### config.mk
export PLATFORM = sky130hd
export DESIGN_NAME = dct_pipe_ctrl
export DESIGN_NICKNAME = d
export VERILOG_FILES = /design/src/rtl/dct_pkg.sv /design/src/rtl/dct_tag_pipe.sv /design/src/rtl/dct_pipe_ctrl.sv
export SDC_FILE = /design/constraint.sdc
export NUM_CORES = 1
export LEC_CHECK = 0
export ABC_CLOCK_PERIOD_IN_PS = 3000
export CAP_MARGIN = 40
export CORE_MARGIN = 3
export CORE_UTILIZATION = 45
export CTS_CLUSTER_SIZE = 25
export DETAILED_ROUTE_END_ITERATION = 6
export PLACE_DENSITY = 0.65
export SLEW_MARGIN = 20
export SYNTH_ARGS = -nofsm -noshare
export SYNTH_HDL_FRONTEND = slang
export SYNTH_SLANG_ARGS = --single-unit
### constraint.sdc
create_clock -name clk -period 3 [get_ports clk]
set_input_delay 0.3 -clock clk [delete_from_list [all_inputs] [get_ports clk]]
set_output_delay 0.3 -clock clk [all_outputs]
set_load 0.02 [all_outputs]
### src/rtl/dct_pkg.sv
// Shared types and default latencies for the 8x8 2-D DCT pipeline sequencer.
package dct_pkg;

  typedef enum logic [1:0] {
    ST_IDLE   = 2'd0,
    ST_ACCEPT = 2'd1,
    ST_FLUSH  = 2'd2
  } state_t;

  typedef struct packed {
    logic       valid;
    logic [2:0] row;
  } tag_t;

  localparam int TAG_W       = 4;
  localparam int LAT_DEF     = 18;
  localparam int TP1_OFS_DEF = 9;
  localparam int DC_OFS_DEF  = 10;

  function automatic logic is_row0(input tag_t t);
    return t.valid && (t.row == 3'd0);
  endfunction

endpackage

### src/rtl/dct_tag_pipe.sv
// Row-tag shift register with enable and fixed read taps (two mid taps plus the last stage).
module dct_tag_pipe #(
  parameter int DEPTH = 18,
  parameter int W     = 4,
  parameter int TAP_A = 8,
  parameter int TAP_B = 9
) (
  input  logic         clk,
  input  logic         reset,
  input  logic         en,
  input  logic [W-1:0] din,
  output logic [W-1:0] tap_a,
  output logic [W-1:0] tap_b,
  output logic [W-1:0] tap_last
);

  logic [DEPTH-1:0][W-1:0] sr;

  always_ff @(posedge clk) begin
    if (!reset) begin
      sr <= '0;
    end else if (en) begin
      sr[0] <= din;
      for (int i = 1; i < DEPTH; i++) begin
        sr[i] <= sr[i-1];
      end
    end
  end

  assign tap_a    = sr[TAP_A];
  assign tap_b    = sr[TAP_B];
  assign tap_last = sr[DEPTH-1];

endmodule

### src/rtl/dct_pipe_ctrl.sv
// Sequencer for the 1-D DCT / TP0 / DCT / TP1 pipeline: handshake, global advance, start pulses, row tags.
// Optional performance counters (stall_cnt, gap_cnt) are built when DCT_PIPE_CTRL_PERF_EN is defined.
//
// state     | meaning
// ----------+--------------------------------------------------------------
// ST_IDLE   | no block row pending at input, pipeline empty
// ST_ACCEPT | mid-block (row_in != 0), or a new block starting while rows drain
// ST_FLUSH  | between blocks, rows still in flight, no input offered
module dct_pipe_ctrl
  import dct_pkg::*;
#(
  parameter int LAT     = LAT_DEF,
  parameter int TP1_OFS = TP1_OFS_DEF,
  parameter int DC_OFS  = DC_OFS_DEF,
  parameter int CNT_W   = 15
) (
  input  logic             clk,
  input  logic             reset,
  input  logic             in_valid,
  output logic             in_ready,
  input  logic             out_ready,
  output logic             out_valid,
  output logic [2:0]       out_row,
  output logic             out_last,
  output logic             pipe_en,
  output logic             tp0_start,
  output logic             tp1_start,
  output logic             dc_sel,
  output logic [1:0]       state,
  output logic [CNT_W-1:0] blk_in_cnt,
  output logic [CNT_W-1:0] blk_out_cnt
`ifdef DCT_PIPE_CTRL_PERF_EN
  ,
  output logic [15:0]      stall_cnt,
  output logic [15:0]      gap_cnt
`endif
);

  localparam int IF_W = $clog2(LAT + 1);

  tag_t            tag_in;
  tag_t            tag_tp1;
  tag_t            tag_dc;
  tag_t            tag_out;
  logic [2:0]      row_in;
  logic [IF_W-1:0] inflight;
  logic            adv_ok;
  logic            stall;
  logic            step;
  logic            in_fire;
  state_t          st;

  dct_tag_pipe #(
    .DEPTH (LAT),
    .W     (TAG_W),
    .TAP_A (TP1_OFS - 1),
    .TAP_B (DC_OFS - 1)
  ) u_tags (
    .clk      (clk),
    .reset    (reset),
    .en       (step),
    .din      (tag_in),
    .tap_a    (tag_tp1),
    .tap_b    (tag_dc),
    .tap_last (tag_out)
  );

  // A mid-block gap freezes everything: the transpose memories need contiguous rows.
  always_comb begin
    adv_ok       = in_valid || (row_in == 3'd0);
    stall        = tag_out.valid && !out_ready;
    step         = !stall && adv_ok && (in_valid || (inflight != '0));
    in_ready     = !stall;
    in_fire      = in_valid && in_ready && step;
    tag_in.valid = in_fire;
    tag_in.row   = row_in;
    pipe_en      = step;
    out_valid    = tag_out.valid && adv_ok;
    out_row      = tag_out.row;
    out_last     = out_valid && (tag_out.row == 3'd7);
    tp0_start    = in_fire && (row_in == 3'd0);
    tp1_start    = step && is_row0(tag_tp1);
    dc_sel       = step && is_row0(tag_dc);
  end

  always_comb begin
    st = ST_IDLE;
    if (row_in != 3'd0) begin
      st = ST_ACCEPT;
    end else if (inflight != '0) begin
      st = in_valid ? ST_ACCEPT : ST_FLUSH;
    end
  end

  assign state = st;

  always_ff @(posedge clk) begin
    if (!reset) begin
      row_in   <= 3'd0;
      inflight <= '0;
    end else if (step) begin
      if (in_fire) begin
        row_in <= row_in + 3'd1;
      end
      inflight <= inflight + IF_W'(in_fire) - IF_W'(tag_out.valid);
    end
  end

  always_ff @(posedge clk) begin
    if (!reset) begin
      blk_in_cnt  <= '0;
      blk_out_cnt <= '0;
    end else begin
      if (tp0_start) begin
        blk_in_cnt <= blk_in_cnt + CNT_W'(1);
      end
      if (out_valid && out_ready && out_last) begin
        blk_out_cnt <= blk_out_cnt + CNT_W'(1);
      end
    end
  end

`ifdef DCT_PIPE_CTRL_PERF_EN
  always_ff @(posedge clk) begin
    if (!reset) begin
      stall_cnt <= 16'd0;
      gap_cnt   <= 16'd0;
    end else begin
      if (stall && (stall_cnt != 16'hFFFF)) begin
        stall_cnt <= stall_cnt + 16'd1;
      end
      if ((st == ST_ACCEPT) && !in_valid && (gap_cnt != 16'hFFFF)) begin
        gap_cnt <= gap_cnt + 16'd1;
      end
    end
  end
`endif

endmodule
==> summary.txt <==
Worst hold path
  • Hold path depth: 2
  • Min-Delay Endpoint: u_tags.sr[56]
  • Hold Crit Class: reg -> reg
  • Hold path start: u_tags.sr[52]

Timing
  • Period minus WS final: roughly 2.8 ns
  • Max Clk Rate: around 360 MHz
  • Final setup TNS: 0 ns
  • Period utilization: slightly above 90%
  • Layout Skew: 0.0195 ns
  • Worst setup margin: 0.234 ns
  • Slew Limit Fails: 0
  • Unrepaired setup endpoints after global routing: no
  • Worst slew margin: approximately half
  • Fin. Hold Viols: 0
  • Final Setup Violations: 0
  • Least-Margin Pin Slew: 0.775 ns

Critical path
  • R2R Setup Slk: about 0.65 ns
  • Worst r2r src: u_tags.tap_last[3]
  • WP data arrival: 2.47 ns
  • Worst reg2reg path endpoint: inflight[4]
  • CP Capture Type: primary output
  • CP Data Required Time: about 2.7 ns
  • CP Launch Type: register
  • Crit-path max FO: 4
  • R2R cell count: 12
  • WS Path Type: reg -> out

Power and ir drop
  • Combinational Power Share: between 20% and 30%
  • Power Internal: roughly 2.1 mW
  • Sw frac: between 30% and 40%
  • Sequential group share of total power: 47.0%
  • Maximum vdd drop: between 0.3 and 0.4 mV
  • Switching pwr: between 1 and 1.5 mW
  • Static Leakage: 1.72 nW
  • Pwr dens: 598 nW/um^2
  • Clock power share: around a quarter

Logic synthesis
  • Seq cells post-synth: 110
  • Share of the synthesized area in the top cell type: 45.3%
  • Synthesized cell area: between 4000 and 5000 um^2
  • Post-synth EDFFs: 0
  • Syn avg cell area: between 8 and 9 um^2
  • Synth cell types: 42
  • Ys flop type: dfxtp_1
  • Register area share after synthesis: between 40% and 50%
  • Area contributors post-synth: dfxtp_1, a21oi_1, nand3_1
  • Cells after Synth: 579
  • Async SR Flop Fraction: 0%
  • Syn. warnings: 0
  • Cell taking the most area after synthesis: dfxtp_1
  • Mapped Nets: slightly below 600

Clocking
  • CTS Buffer Depth: 2
  • Clk pin slew, worst setup/hold paths: 0.11 ns
  • Clock latency on the worst-skew pair: roughly 0.38 ns
  • H-tree levels: 3
  • CTS tree: yes
  • Root Buffer: clkbuf_8
  • Post-CTS setup buffer count: 0
  • PostCTS Resize Cnt: 0
  • Hold Buf Count CTS: 0
  • CTS Buf Count: 9
  • Clock Sinks: 110

Routing
  • DR vias: roughly 4.2k
  • Drt total wl: about 10 mm
  • Initial DRC Count: 394
  • DRC: 0
  • Via density: 5.72
  • ANT nets after route: 0
  • WL/cell: 14.3 um
  • Drt first pass iters: 4

Final layout
  • Nets@finish: 609
  • Post-route design area: between 5000 and 6000 um^2
  • Ant. Diodes: 0
  • Fill cells: 1,028
  • P&R area growth vs syn: 13.0%
  • Fraction of layout cells with a size suffix above 1: approximately 6.3%

Place
  • Port Buffers: 45
  • Detail Placement HPWL: around 6.2 mm
  • Placer Congestion: around 0.75
  • Setup WS pre-CTS: roughly 0.1 ns
  • Post-placement cell area: approximately 5300 um^2

Die
  • Initial Utilization: 46.7%
  • Core ar.: 10,400 um^2
  • Die Area: ~12,000 um^2
  • Die W: 110 um
  • Die height: roughly 110 um
  • IO Pins: 46
  • Row cnt: 37

Global routing
  • Vias in the first global route: 3,913
  • First-pass GRT wire length: between 15 and 20 mm
  • Initial antenna violation count: 0
  • Largest net degree at the start of global routing: 104
  • Gr ovfl total: 0
  • GRT Util Overall: 18.0%

Job
  • Max-cap violations: 0

Outcome
  • Status: complete, no violations
-- critical path, stage by stage, from the launching register on --
cell             delay [ns]
dfxtp_1                0.35
inv_1                  0.12
ha_1                   0.16
or4b_4                 0.49
and3_4                 0.22
nor2_8                 0.14
inv_2                  0.07
clkdlybuf4s50_1        0.55
-- cell type report --
cell class / instances / area, um^2 / area share [%]
clock buffer: 9 / 124 / 2.26
clock inverter: 7 / 56.3 / 1.03
timing repair buffer: 56 / 558 / 10.2
sequential: 110 / 2200 / 40.1
multi-input combinational: 398 / 2310 / 42.1
inverter: 19 / 71.3 / 1.30
tap: 136 / 170 / 3.10
-- Yosys cell counts, drive strengths merged (5+ instances only) --
cell    count
a21oi      97
and4        5
buf        30
clkbuf     22
dfxtp     110
ha         10
inv        19
mux2i       6
nand2      22
nand2b      8
nand3      86
nand4       6
nor2       11
nor4        6
o21ai      80
o31ai      13
or3         9
or4        11
-- how the worst max path moves through the flow --
stage	endpoint	cells after the start	slack, ns	startpoint
6_report	pipe_en	7	0.23	inflight[3]
5_1_grt	tp1_start	8	0.04	row_in[0]
3_5_place_dp	inflight[4]	13	0.1	out_ready
2_1_floorplan	inflight[4]	15	0.32	out_ready
4_1_cts	tp1_start	8	0.20	row_in[0]
3_3_place_gp	inflight[4]	13	0.16	out_ready
-- metal layers --
layer  global-route usage, %  vias to the layer above  part of all wire [%]
li1                        -                     2119                     -
met3                    4.11                        8                   3.9
met2                    30.8                       79                    48
met5                       0                        -                     0
met4                    4.63                        0                  0.94
met1                    22.7                     2001                    47
-- cell usage in the layout, fill, tap and decap left out, drive strengths merged, types with 9 or more instances in the layout --
master	count
dfxtp	110
a21oi	97
nand3	86
o21ai	80
clkdlybuf4s50	45
nand2	22
inv	22
o31ai	13
or4	11
nor2	11
buf	11
ha	10
or3	9
clkbuf	9
-- flip-flops by register name, indices dropped and copies added, names as in the netlist --
| register | flops |
|---|---|
| blk_in_cnt | 15 |
| blk_out_cnt | 15 |
| u_tags.tap_last | 4 |
| u_tags.sr | 60 |
| u_tags.tap_b | 4 |
| inflight | 5 |
| row_in | 3 |
| u_tags.tap_a | 4 |
-- power groups by stage --
stage	sequential (mW)	combinational, mW	clock (mW)
after floorplan	1.57	0.765	0
after global placement	1.58	0.879	0
after detailed placement	1.58	0.901	0
after CTS	1.55	0.902	0.878
after global routing	1.55	0.989	0.935
final	1.54	0.896	0.844
-- kinds of logic (layout without fill, tap and decap cells) --
kind of cell | count (synthesis) | in the layout | synth area share (%)
AO/OA/AOI/OAI | 201 | 201 | 22.2
XOR/XNOR | 8 | 8 | 1.44
multiplexers | 6 | 6 | 1.24
flip-flops | 110 | 110 | 45.3
buffers and inverters | 71 | 91 | 7.18
AND/OR/NAND/NOR | 172 | 172 | 19.7
adder cells (fa/ha/maj) | 11 | 11 | 2.99
-- per-stage QoR --
| stage | instances | hold slack, ns | total power [mW] | util [%] |
|---|---|---|---|---|
| floorplan | 579 | 0.444 | 2.34 | - |
| global placement | 718 | 0.450 | 2.46 | 50.9 |
| detailed placement | 719 | 0.455 | 2.48 | 51.0 |
| CTS | 735 | 0.468 | 3.33 | 52.7 |
| global route | 735 | 0.485 | 3.48 | 52.7 |
| finish | 735 | 0.464 | 3.29 | 52.7 |
No activity file was read; power rests on OpenSTA's default activity.
